===== src/rtl/fft_pkg.sv =====
// Shared FFT definitions: AGU state encoding, width/lane helpers and the bit-rotate
// used by every block that maps butterfly pairs onto in-place memory addresses.
package fft_pkg;

  typedef enum logic [1:0] {
    ST_IDLE  = 2'd0,
    ST_RUN   = 2'd1,
    ST_GAP   = 2'd2,
    ST_FLUSH = 2'd3
  } agu_state_e;

  function automatic int unsigned log2c(input int unsigned n);
    return $clog2(n);
  endfunction

  function automatic int unsigned lane_lo(input int unsigned lane, input int unsigned w);
    return lane * w;
  endfunction

  // Rotate the low w bits of v left by s (mod w); bits above w are returned as zero.
  function automatic logic [31:0] rotl(input logic [31:0] v, input int unsigned s,
                                       input int unsigned w);
    logic [31:0]  mask;
    logic [31:0]  vm;
    int unsigned  sh;
    mask = (w >= 32'd32) ? '1 : ((32'd1 << w) - 32'd1);
    vm   = v & mask;
    sh   = s % w;
    return ((vm << sh) | (vm >> (w - sh))) & mask;
  endfunction

endpackage


===== src/rtl/fft_agu_lane.sv =====
// One butterfly lane: (stage, pair id) -> operand addresses and twiddle index.
// Purely combinational, zero latency, no flow control.
module fft_agu_lane
  import fft_pkg::*;
#(
  parameter int LOG2N   = 5,
  parameter int STAGE_W = 3,
  parameter int PAIR_W  = 4
) (
  input  logic [STAGE_W-1:0] i_stage,
  input  logic [PAIR_W-1:0]  i_pair,
  output logic [LOG2N-1:0]   o_addr1,
  output logic [LOG2N-1:0]   o_addr2,
  output logic [PAIR_W-1:0]  o_twiddle
);

  logic [PAIR_W:0] w_lim;

  assign o_addr1 = LOG2N'(rotl(32'({i_pair, 1'b0}), 32'(i_stage), LOG2N));
  assign o_addr2 = LOG2N'(rotl(32'({i_pair, 1'b1}), 32'(i_stage), LOG2N));

  // Twiddle keeps the low 'stage' bits of the pair id; stage never exceeds PAIR_W.
  assign w_lim     = {{PAIR_W{1'b0}}, 1'b1} << i_stage;
  assign o_twiddle = PAIR_W'({1'b0, i_pair} & (w_lim - {{PAIR_W{1'b0}}, 1'b1}));

endmodule


===== src/rtl/fft_agu_seq.sv =====
// Radix-2 DIT FFT address sequencer: P butterflies/beat, first beat one cycle after start,
// registered beats hold under o_ready=0. FFT_AGU_STALL_CNT_EN adds a saturating stall counter.
module fft_agu_seq
  import fft_pkg::*;
#(
  parameter int N         = 32,
  parameter int P         = 1,
  parameter int STAGE_GAP = 0,
  localparam int LOG2N    = int'(log2c(N)),
  localparam int STAGE_W  = int'(log2c(LOG2N)),
  localparam int PAIR_W   = LOG2N - 1
) (
  input  logic                  clk,
  input  logic                  reset,
  input  logic                  start,
  input  logic                  o_ready,
  output logic                  o_valid,
  output logic [P*LOG2N-1:0]    address1,
  output logic [P*LOG2N-1:0]    address2,
  output logic [P*PAIR_W-1:0]   twiddle_address,
  output logic [STAGE_W-1:0]    o_stage,
  output logic                  o_last_in_stage,
  output logic                  busy,
  output logic                  done
`ifdef FFT_AGU_STALL_CNT_EN
  , output logic [15:0]         stall_count
`endif
);

  localparam logic [PAIR_W-1:0]  LAST_BASE  = PAIR_W'(N / 2 - P);
  localparam logic [PAIR_W-1:0]  P_STEP     = PAIR_W'(P);
  localparam logic [STAGE_W-1:0] LAST_STAGE = STAGE_W'(LOG2N - 1);
  localparam logic [7:0]         GAP_LAST   = 8'((STAGE_GAP > 0) ? STAGE_GAP - 1 : 0);

  agu_state_e            r_state, w_state_n;
  logic [STAGE_W-1:0]    r_stage, w_stage_n;
  logic [PAIR_W-1:0]     r_base, w_base_n;
  logic [7:0]            r_gap_cnt, w_gap_n;
  logic                  r_valid, w_valid_n;
  logic                  r_last, w_last_n;
  logic                  r_busy, w_busy_n;
  logic                  r_done, w_done_n;
  logic                  w_load;
  logic                  w_free;
  logic [P*LOG2N-1:0]    r_a1, r_a2, w_a1, w_a2;
  logic [P*PAIR_W-1:0]   r_tw, w_tw;
  logic [STAGE_W-1:0]    r_ostage;

  for (genvar k = 0; k < P; k++) begin : g_lane
    logic [PAIR_W-1:0] w_pair;
    assign w_pair = r_base + PAIR_W'(k);
    fft_agu_lane #(.LOG2N(LOG2N), .STAGE_W(STAGE_W), .PAIR_W(PAIR_W)) u_lane (
      .i_stage   (r_stage),
      .i_pair    (w_pair),
      .o_addr1   (w_a1[lane_lo(k, LOG2N) +: LOG2N]),
      .o_addr2   (w_a2[lane_lo(k, LOG2N) +: LOG2N]),
      .o_twiddle (w_tw[lane_lo(k, PAIR_W) +: PAIR_W])
    );
  end

  assign w_free = !r_valid || o_ready;

  always_comb begin
    w_state_n = r_state;
    w_stage_n = r_stage;
    w_base_n  = r_base;
    w_gap_n   = r_gap_cnt;
    w_valid_n = r_valid && !o_ready;
    w_last_n  = r_last;
    w_busy_n  = r_busy;
    w_done_n  = 1'b0;
    w_load    = 1'b0;
    case (r_state)
      ST_IDLE: begin
        if (start) begin
          w_state_n = ST_RUN;
          w_stage_n = '0;
          w_base_n  = '0;
          w_busy_n  = 1'b1;
        end
      end
      ST_RUN: begin
        if (w_free) begin
          w_load    = 1'b1;
          w_valid_n = 1'b1;
          w_last_n  = (r_base == LAST_BASE);
          if (r_base != LAST_BASE) begin
            w_base_n = r_base + P_STEP;
          end else if (r_stage == LAST_STAGE) begin
            w_state_n = ST_FLUSH;
          end else begin
            w_stage_n = r_stage + STAGE_W'(1);
            w_base_n  = '0;
            if (STAGE_GAP > 0) begin
              w_state_n = ST_GAP;
              w_gap_n   = '0;
            end
          end
        end
      end
      ST_GAP: begin
        if (r_gap_cnt == GAP_LAST) w_state_n = ST_RUN;
        else                       w_gap_n   = r_gap_cnt + 8'd1;
      end
      ST_FLUSH: begin
        if (r_valid && o_ready) begin
          w_state_n = ST_IDLE;
          w_busy_n  = 1'b0;
          w_done_n  = 1'b1;
        end
      end
      default: w_state_n = ST_IDLE;
    endcase
  end

  always_ff @(posedge clk or posedge reset) begin
    if (reset) begin
      r_state   <= ST_IDLE;
      r_stage   <= '0;
      r_base    <= '0;
      r_gap_cnt <= '0;
      r_valid   <= 1'b0;
      r_last    <= 1'b0;
      r_busy    <= 1'b0;
      r_done    <= 1'b0;
      r_a1      <= '0;
      r_a2      <= '0;
      r_tw      <= '0;
      r_ostage  <= '0;
    end else begin
      r_state   <= w_state_n;
      r_stage   <= w_stage_n;
      r_base    <= w_base_n;
      r_gap_cnt <= w_gap_n;
      r_valid   <= w_valid_n;
      r_last    <= w_last_n;
      r_busy    <= w_busy_n;
      r_done    <= w_done_n;
      if (w_load) begin
        r_a1     <= w_a1;
        r_a2     <= w_a2;
        r_tw     <= w_tw;
        r_ostage <= r_stage;
      end
    end
  end

  assign o_valid         = r_valid;
  assign address1        = r_a1;
  assign address2        = r_a2;
  assign twiddle_address = r_tw;
  assign o_stage         = r_ostage;
  assign o_last_in_stage = r_last;
  assign busy            = r_busy;
  assign done            = r_done;

`ifdef FFT_AGU_STALL_CNT_EN
  logic        w_start_acc;
  logic [15:0] r_stall_cnt;

  assign w_start_acc = (r_state == ST_IDLE) && start;

  always_ff @(posedge clk or posedge reset) begin
    if (reset)                                           r_stall_cnt <= '0;
    else if (w_start_acc)                                r_stall_cnt <= '0;
    else if (r_valid && !o_ready && r_stall_cnt != '1)   r_stall_cnt <= r_stall_cnt + 16'd1;
  end

  assign stall_count = r_stall_cnt;
`endif

endmodule


===== config.mk =====
export PLATFORM = sky130hd
export DESIGN_NAME = fft_agu_seq
export DESIGN_NICKNAME = d
export VERILOG_FILES = /design/src/rtl/fft_pkg.sv /design/src/rtl/fft_agu_lane.sv /design/src/rtl/fft_agu_seq.sv
export SDC_FILE = /design/constraint.sdc
export NUM_CORES = 1
export LEC_CHECK = 0
export ABC_AREA = 1
export CORE_MARGIN = 5
export CORE_UTILIZATION = 50
export DETAILED_ROUTE_END_ITERATION = 16
export PLACE_DENSITY_LB_ADDON = 0.3
export REMOVE_ABC_BUFFERS = 1
export SLEW_MARGIN = 30
export SYNTH_ARGS = -nofsm -noshare
export SYNTH_HDL_FRONTEND = slang
export SYNTH_SLANG_ARGS = --single-unit

===== constraint.sdc =====
create_clock -name clk -period 5.7 [get_ports clk]
set_input_delay 1.14 -clock clk [delete_from_list [all_inputs] [get_ports clk]]
set_output_delay 1.14 -clock clk [all_outputs]
set_load 0.01 [all_outputs]

# ---- Word-level counts from Yosys, hierarchy flattened
# Index checks and enable logic that the tools add are counted.
dict set report word_totals {
  ff_bits 38
  latch_bits 0
  mem_bits_rw 0
  mem_bits_ro 0
  out_inout_bits 21
  memories 0
}
dict set report classes {
  add_sub_neg 5
  mul 0
  div_mod_pow 1
  order_cmp 0
  eq_ne 14
  n_shift 5
  muxes 26
  bitwise_logic 4
  n_reduce_logical 15
}
# op count
set ops {}
lappend ops {{$shl A5 B32 Y5} 2}
lappend ops {{$shr A5 B32 Y5} 2}
lappend ops {{$mod A3 B3 Y32 const B} 1}
lappend ops {{$sub A3 B32 Y32 const A} 1}
lappend ops {{$mux W4} 4}
lappend ops {{$ne A2 B2 Y1 const B} 7}
lappend ops {{$mux W2} 6}
lappend ops {{$mux W3} 4}
lappend ops {{$or A5 B5 Y5} 2}
lappend ops {{$add A8 B1 Y8 const B} 1}
lappend ops {{$logic_not A8 Y1} 1}
lappend ops {{$mux W1} 8}
lappend ops {{$pmux W2 S4} 1}
lappend ops {{$pmux W4 S2} 1}
lappend ops {{$pmux W3 S2} 1}
lappend ops {{$reduce_and A6 Y1} 1}
lappend ops {{$reduce_and A5 Y1} 1}
lappend ops {{$add A4 B1 Y4 const B} 1}
lappend ops {{$and A4 B4 Y4} 1}
lappend ops {{$eq A2 B2 Y1 const B} 2}
lappend ops {{$eq A4 B4 Y1 const B} 1}
lappend ops {{$ne A4 B4 Y1 const B} 1}
lappend ops {{$reduce_and A2 Y1} 2}
lappend ops {{$reduce_and A4 Y1} 1}
lappend ops {{other kinds (14)} 17}

# ---- Logic depth before layout (Yosys ltp)
# Gate-level depths: netlist of run 1.
dict set report logic_depth {
  word_depth 5
  depth_mapped 19
}

# ---- Modules after synthesis
# A second synthesis of run 1 with hierarchy kept.
dict set report unflattened {
  hier_cells 323
  hier_area_um2 2598.7
}
# module instances cells_each area_per_inst_um2 seq_area_each_um2
set by_module_without_submodules {}
lappend by_module_without_submodules {fft_agu_seq 1 203 1874.3 950.9}
lappend by_module_without_submodules {fft_agu_lane 1 120 724.4 0.0}

# ---- Worst setup path after synthesis of run 1
# No wires, ideal clock.
dict set report synth_timing {
  path_kind {flip-flop to flip-flop}
  startpoint {register r_stage[1]}
  endpoint {register r_a2[0], in the netlist address2[0]}
  t_arrival_ps 2292
  required_ps 5623
  path_slack_ps 3331
  stages_incl_launch_ff 20
  path_buffers 1
  synth_period_minus_slack_ps 2369
  path_cell_list {dfrtp_1 -> inv_1 -> ha_1 -> inv_1 -> ha_1 -> inv_2 -> nand2_8 -> nand2_1 -> o21ai_1 -> buf_4 -> ha_1 -> nor2_1 -> nand2_1 -> nand2_4 -> nand3_2 -> nand3_1 -> nand2_1 -> nand2_1 -> nand2_1 -> a21oi_1}
}
dict set report synth_between {
  elab_chain_cells 4
}
# element line
set synth_lines {}
lappend synth_lines {{start, declared} fft_agu_seq.sv:36} ;# logic [STAGE_W-1:0] r_stage, w_stage_n;
lappend synth_lines {{start signal, assigned} fft_agu_seq.sv:132} ;# r_stage <= w_stage_n;
lappend synth_lines {{$mod A3 B3 Y32 *} fft_pkg.sv:28} ;# sh = s % w;
lappend synth_lines {{$sub A3 B32 Y32} fft_pkg.sv:29} ;# return ((vm << sh) | (vm >> (w - sh))) & mask;
lappend synth_lines {{$shr A5 B32 Y5} fft_pkg.sv:29}
lappend synth_lines {{$or A5 B5 Y5 *} fft_pkg.sv:29}
lappend synth_lines {{end signal, assigned} fft_agu_seq.sv:141} ;# r_a2 <= w_a2;
lappend synth_lines {{end, declared} fft_agu_seq.sv:45} ;# logic [P*LOG2N-1:0] r_a1, r_a2, w_a1, w_a2;
# Mark *: on every way between the ends. The rest lies on a longest branch, timed or not.
# A chain may end at the register's enable or synchronous reset.

# ---- Worst setup path in the final report of run 1
dict set report layout_timing {
  startpoint {register r_stage[1]}
  endpoint {register r_a2[2], in the netlist address2[2]}
}
# Same word-level chain as after synthesis.

==> results summary, run 1 <==
The run finished with clean final reports. The number of filler cells placed in the layout is 415. In the global route stage, overall resource usage came out at 0.164. The wire length of the first global-routing pass is 8.02 mm. The actual slew at the worst max-slew pin came out at 0.793 ns. The wire-length estimate of the detail-placed layout is 3.21 mm. After synthesis, the netlist uses 31 different library cells.

The number of global-route vias before repair was 1862. The met2 track demand over resource came out at 0.283. The detailed router finished its first iteration with 100 violations. In this run the register-to-register setup slack is 2.67 ns. The CTS tree is yes. Max-cap violations in this run came to 0. The number of hold buffers added after cts came out at 0. The total number of yosys warnings came out at 0. Once the clock tree was built, the resizer swapped 0 gates to a different size. The per-cell via count in the routed design is 5.21. The layer flagged by global routing as most heavily used is met2. The detailed router placed 1840 vias in this run. The static leakage power is 1.23 nW. The number of synthesized register bits is 38.

The largest single stage delay on the critical path is 0.63 ns. The count of mapped cells out of synthesis is 272. The residual overflow from global routing is 0. The synthesized area per cell came out at 8.15 um^2. The standard cell core area is 4320 um^2. The post-layout total power came out at 0.00147 W.

The minimum clock period came out at 3.03 ns. From bottom edge to top edge, the die measures 76.6 um. The kind of cell with the highest combined delay along the critical path is compound AO/OA/AOI/OAI gates.

The post-route clock skew came out at 0.00662 ns. The category of the most critical setup path is reg2reg. In the final layout, the share of cells above drive strength 1 is 0.116. The count of inserted antenna diode cells is 0. The final layout contains routed wiring with a total length of 4.31 mm. In this run the worst path has a maximum fanout of 11. The overall die area is 5860 um^2. The number of antenna violations at the first check in global routing came out at 0.

The area share of the leading cell type in the synthesized netlist came out at 0.429. The relative slew slack came out at 0.468. In the finished design, the share of the clock period the worst path needs comes to 0.531. The die is 76.6 um wide. The setup fix buffers added after clock tree synthesis is 0.

The sequential fraction of the synthesis area is 0.429. At the end of routability-driven placement, the weighted congestion stood at 0.891. The library cell with the largest summed area after synthesis is sky130_fd_sc_hd__dfrtp_1. The largest net degree at the start of global routing came out at 39. The hold violation count in the final report was 0. The TritonCTS sink count is 38.

The fmax is 0.330 GHz. The clock root buffer master is sky130_fd_sc_hd__clkbuf_8. The worst hold path belongs to the class reg2reg.

The worst register-to-register path begins at r_stage[1]. The critical path data arrival time came out at 3.20 ns. The power per unit of standard cell area came out at 569 nW/um^2. The setup TNS came out at 0 ns.

After clock tree synthesis, the clock-pin slew on the worst setup and hold paths is 0.07 ns. The effective utilization at floorplan came out at 0.512. Setup repair after global routing left no endpoint under its margin. STA classifies the critical path startpoint as a register. For this design, the slowest cell found on the critical path is sky130_fd_sc_hd__o21ai_1. The placement row count came out at 24. The most instantiated library cell after synthesis is sky130_fd_sc_hd__nand2_1. The met3 demand-to-capacity share in global routing is 0.0355.

Along the worst hold path, the cell count comes to 2. The number of buffers created by CTS is 5. The endpoint required time on the critical path came out at 5.87 ns. The clock latency of the later-clocked register in the worst-skew pair came out at 0.29 ns.

The port buffer count is 24. The residual DRC count came out at 0. The worst register-to-register path ends at address2[2].

In the synthesized netlist the dominant register cell turns out to be sky130_fd_sc_hd__dfrtp_1. The signal on the critical path passes through inv_1, ha_1, inv_1, ha_1, inv_2, nand2_8, o21ai_1, ha_1, nor2_1, nand2_1, nand2_4, nand3_2, a21oi_1, a21oi_1, a21oi_1. The largest vdd supply drop is 0.000231 V. Counting along the longest clock path gives a buffer depth of 2.

The worst reg2reg path depth is 15. The fraction of met1 tracks used by global routing came out at 0.201. The fraction of registers with async set/reset came out at 1.00. The number of enable-type register cells in the synthesized netlist is 0. The level count of the clock H-tree is 2. The worst setup path is captured at a register. The hold-critical path endpoint is twiddle_address[0]. The routed wirelength normalized by instance count came out at 12.2 um.

During I/O placement, the number of pins put on the boundary was 25. The total count of max-transition violations in the final report came out at 0. The worst hold path begins at twiddle_address[0]. The count of endpoints failing setup in the final report came out at 0. The detailed-router iteration count before antenna repair is 4.

The post-layout net count is 314. The post-synthesis instance area came out at 2220 um^2. The layout overhead on the synthesized area came out at 17.0%. Yosys attributes the largest share of cell area to sky130_fd_sc_hd__dfrtp_1, sky130_fd_sc_hd__nand2_1, sky130_fd_sc_hd__ha_1.

Counting instances in the post-synthesis netlist gives the leading cell types as sky130_fd_sc_hd__nand2_1, sky130_fd_sc_hd__dfrtp_1, sky130_fd_sc_hd__inv_1, sky130_fd_sc_hd__nor2_1, sky130_fd_sc_hd__nand3_1. The critical path contains buffers and inverters numbering 3 combined. The count of antenna-violating nets left after detailed routing came out at 0.
-- layout make-up --
| type | count | area [um^2] | area share |
|---|---|---|---|
| sequential | 38 | 951 | 0.367 |
| timing repair buffer | 25 | 248 | 0.0956 |
| clock inverter | 1 | 5.00 | 0.00193 |
| inverter | 32 | 124 | 0.0478 |
| multi-input combinational | 198 | 1110 | 0.430 |
| tap | 52 | 65.1 | 0.0251 |
| clock buffer | 7 | 86.3 | 0.0333 |
-- power breakdown --
| group | leakage [nW] | switching [W] | internal, W |
|---|---|---|---|
| registers | 0.487 | 0.0000703 | 0.000355 |
| logic | 0.699 | 0.000534 | 0.000324 |
| clock network | 0.0482 | 0.0000929 | 0.0000975 |
| total | 1.23 | 0.000698 | 0.000777 |
-- layer usage --
layer | up-vias | wire length, um
li1 | 939 | -
met1 | 859 | 1990
met2 | 33 | 2070
met3 | 9 | 174
met4 | 0 | 76
met5 | - | 0
-- worst register-to-register path: cells and delay by family (launching register included) --
kind	cells	cell delay (ns)
buf+inv	3	0.36
compound gates	4	1.02
fa+ha+maj	3	0.67
simple gates	5	0.43
flops	1	0.42
-- flip-flops by register name, indices dropped and copies added, names as in the netlist --
register / count
o_last_in_stage: 1
r_base: 4
r_gap_cnt: 8
done: 1
busy: 1
o_valid: 1
o_stage: 3
address2: 5
r_state: 2
address1: 5
twiddle_address: 4
r_stage: 3
-- how the worst max path moves through the flow --
stage / depth (start not counted) / to / slack [ns] / startpoint
2_1_floorplan: 15 / address1[1] / 3.12 / r_stage[1]
3_3_place_gp: 10 / r_stage[2] / 2.72 / o_ready
3_5_place_dp: 10 / r_stage[2] / 2.67 / o_ready
4_1_cts: 15 / address2[2] / 2.68 / r_stage[1]
5_1_grt: 15 / address2[3] / 2.28 / r_stage[1]
6_report: 15 / address2[2] / 2.67 / r_stage[1]
-- kinds of logic (layout without fill, tap and decap cells) --
logic type      Yosys count  count (layout)  share of synthesized area
flops                    38              38                      0.429
fa+ha+maj                10              10                     0.0565
compound gates           48              48                      0.113
xor+xnor                  9               9                     0.0440
buf+inv                  36              65                     0.0683
simple gates            131             131                      0.289
-- per-stage QoR --
step,instance area (um^2),setup WS (ns),std cells,hold slack [ns],utilization
2_1_floorplan,2190,3.12,268,0.446,-
3_3_place_gp,2500,2.72,345,0.460,0.578
3_5_place_dp,2500,2.67,345,0.462,0.578
4_1_cts,2590,2.68,353,0.478,0.600
5_1_grt,2590,2.28,353,0.498,0.600
6_report,2590,2.67,353,0.476,0.600
-- layout by cell type, fill, tap and decap left out, types with 2 or more instances in the layout --
cell                               n
sky130_fd_sc_hd__ha_1             10
sky130_fd_sc_hd__dfrtp_1          38
sky130_fd_sc_hd__nand4_1           3
sky130_fd_sc_hd__inv_2             7
sky130_fd_sc_hd__nand3_2           3
sky130_fd_sc_hd__clkdlybuf4s50_1  24
sky130_fd_sc_hd__nor3_1            5
sky130_fd_sc_hd__nand3_1          20
sky130_fd_sc_hd__o21ai_1          10
sky130_fd_sc_hd__nand2_4           4
sky130_fd_sc_hd__inv_1            23
sky130_fd_sc_hd__clkinv_2          2
sky130_fd_sc_hd__xnor2_1           3
sky130_fd_sc_hd__o22ai_1           3
sky130_fd_sc_hd__clkbuf_8          6
sky130_fd_sc_hd__xor2_1            5
sky130_fd_sc_hd__nand2_2           2
sky130_fd_sc_hd__o21ai_0          19
sky130_fd_sc_hd__nand2_1          65
sky130_fd_sc_hd__nor2_2            2
sky130_fd_sc_hd__nor2_4            4
sky130_fd_sc_hd__a21oi_1          14
sky130_fd_sc_hd__nor2_1           21
Power figures use the tool's default switching activity.
==> inputs of run 2 (changes only) <==
==> constraint.sdc (replaced) <==
create_clock -name clk -period 2.7 [get_ports clk]
set_input_delay 0.54 -clock clk [delete_from_list [all_inputs] [get_ports clk]]
set_output_delay 0.54 -clock clk [all_outputs]
set_load 0.01 [all_outputs]
==> run 2 against run 1 <==
Clock power rose by 140%. Global-route usage shrank 0.16 points. Routed wire length grew 1.1%. Die area stayed put. Cell area is 2.0% higher. Combinational power grew 120%. Count of clock-buffer cells in the layout increased by 1. Non-clock buffer count increased by 4. Sequential share of layout area is 0.71 points lower. Highest routed layer unchanged.
==> results summary, run 2 (synthesis gave the netlist of run 1 again) <==
Summed over all layers, the routed wires come to 4.36 mm. TritonCTS built the clock tree. The highest-utilization routing layer at the global route stage is met2. After floorplanning, the core was sized to cover 4320 um^2. The largest register by flop count is r_gap_cnt.

The endpoint required time on the critical path is 2.94 ns. Across the run, the number of max-cap violations was 0. The floorplan has 24 rows. The met2 track demand over resource is 0.275. The total count of max-transition violations in the final report is 0. The setup fix buffers added after clock tree synthesis is 0. STA classifies the critical path startpoint as a register. The effective utilization at floorplan is 0.512.

The count of inserted antenna diode cells came out at 0. The fraction of met1 tracks used by global routing is 0.196. Once placement completed, the tool counted placed cells totaling 349. In the final routed layout, each cell accounts on average for 12.2 um. The per-cell via count in the routed design is 5.12. The largest vdd supply drop came out at 0.000628 V. The clock latency of the later-clocked register in the worst-skew pair is 0.29 ns. The final instance count without filler cells came out at 357. The residual overflow from global routing came out at 0. The class of the tightest hold or removal check is reg2reg. The number of flip-flops in the largest register came out at 8. The fmax is 0.422 GHz. The post-route clock skew came out at 0.00806 ns.

Setup repair after global routing left no endpoint under its margin. The hold violation count in the final report came out at 0. The number of buffers on the longest clock path came out at 2. The post-layout net count came out at 318. The largest net degree at the start of global routing is 39. The layout overhead on the synthesized area is 19.3%. Setup violations remaining at the end of the flow were counted as 0. The minimum clock period came out at 2.37 ns. The TritonCTS sink count is 38. The global-route usage over all layers is 0.163. The wire length of the first global-routing pass came out at 7.85 mm.

The category of the most critical setup path is reg2reg. The ratio of cells with drive above 1 in the final layout came out at 0.138. The number of hold buffers added after cts came out at 0. The share of the cycle needed by the critical path after routing is 0.877. The number of gates resized after cts came out at 0. Clock tree synthesis selected as its root buffer the cell sky130_fd_sc_hd__clkbuf_8. The number of global-route vias before repair is 1799.

The via count is 1827. The die outline height came out at 76.6 um. The detailed-router iteration count before antenna repair is 4. The met3 demand-to-capacity share in global routing came out at 0.0426. The relative slew slack came out at 0.691. The element type at the critical path end is a register.

The critical path data arrival time came out at 2.60 ns. The iteration-0 DRC count of the detailed router is 136. The overall die area came out at 5860 um^2. The run finished with clean final reports. The number of filler cells placed in the layout is 410. During placement, the flow inserted port buffers numbering 24. The count of antenna-violating nets left after detailed routing came out at 0. In the layout the commonest cells are sky130_fd_sc_hd__nand2_1, sky130_fd_sc_hd__dfrtp_1, sky130_fd_sc_hd__clkdlybuf4s50_1. The number of buffers created by CTS is 5. The level count of the clock H-tree is 2. Adding up every negative setup slack in the final design gives 0 ns. For this design the static power due to leakage is 1.26 nW. For this design the ratio of total power to cell area is 1220 nW/um^2.

Leaving out fill and tap cells, the most frequent cell in the layout is sky130_fd_sc_hd__nand2_1. The actual slew at the worst max-slew pin is 0.464 ns. The residual DRC count came out at 0.

The number of antenna violations at the first check in global routing came to 0. Measured along the x axis, the die boundary spans 76.6 um. Routability-driven placement finished with a final weighted congestion of 0.904. The clock transition at the register clock pins on the worst setup and hold paths after CTS is 0.07 ns.

The count of pins on the block boundary came out at 25. The detailed placement HPWL came out at 3.16 mm. Along the worst path, the maximum fanout reaches 9.
-- run 2: cell count changes in the layout (fill, tap and decap cells not counted), sizes merged --
| cell | previous run | this run |
|---|---|---|
| buf | 1 | 5 |
| clkinv | 2 | 1 |
| clkbuf | 7 | 8 |
-- run 2: worst max-delay path: stages (launching register included) --
cell and delay (ns):
sky130_fd_sc_hd__dfrtp_1 0.43, sky130_fd_sc_hd__inv_2 0.15, sky130_fd_sc_hd__ha_1 0.16, sky130_fd_sc_hd__inv_1 0.04, sky130_fd_sc_hd__ha_1 0.17, sky130_fd_sc_hd__inv_2 0.10, sky130_fd_sc_hd__nand2_8 0.09, sky130_fd_sc_hd__o21ai_2 0.19
sky130_fd_sc_hd__ha_1 0.22, sky130_fd_sc_hd__xor2_1 0.19, sky130_fd_sc_hd__nand2_1 0.16, sky130_fd_sc_hd__nor2_2 0.13, sky130_fd_sc_hd__nand3_1 0.08, sky130_fd_sc_hd__nand2_1 0.09, sky130_fd_sc_hd__o22ai_1 0.07, sky130_fd_sc_hd__inv_1 0.05
-- run 2: cell type report --
class	count	area [um^2]	share of cell area
Multi-Input combinational cell	198	1120	0.422
Sequential cell	38	951	0.360
Timing Repair Buffer	29	278	0.105
Inverter	32	124	0.0469
Clock buffer	8	110	0.0416
Tap cell	52	65.1	0.0246
-- run 2: metrics by stage --
| stage | hold slack [ns] | setup WS (ns) | area, um^2 | util | total power, W |
|---|---|---|---|---|---|
| detailed placement | 0.458 | 0.245 | 2530 | 0.585 | 0.00278 |
| finish | 0.474 | 0.333 | 2640 | 0.611 | 0.00322 |
| global placement | 0.457 | 0.314 | 2530 | 0.585 | 0.00275 |
| global route | 0.493 | 0.0233 | 2640 | 0.611 | 0.00357 |
| floorplan | 0.446 | 0.121 | 2190 | - | 0.00219 |
| CTS | 0.476 | 0.212 | 2640 | 0.611 | 0.00324 |
-- run 2: final timing paths --
check | startpoint | end | slack [ns] | cells after the start
worst max-delay path | r_stage[1] | address2[1] | 0.33 | 15
worst min-delay path | o_stage[2] | o_stage[2] | 0.47 | 2
worst max register to register | r_stage[1] | address2[1] | 0.33 | 15
worst min register to register | o_stage[2] | o_stage[2] | 0.47 | 2
max in group asynchronous | reset | r_base[2] | 1.72 | 3
min in group asynchronous | reset | address1[1] | 0.65 | 3
-- run 2: power by group --
group	switching, W	leakage [nW]	internal, W
Sequential	0.000151	0.487	0.000749
Combinational	0.00114	0.718	0.000729
Clock	0.000194	0.0575	0.000258
Total	0.00149	1.26	0.00174
-- run 2: routing by layer --
layer  vias up  wire [um]
met5         -          0
met4         0         86
met3        10        233
met2        34       2080
met1       837       1960
li1        946          -
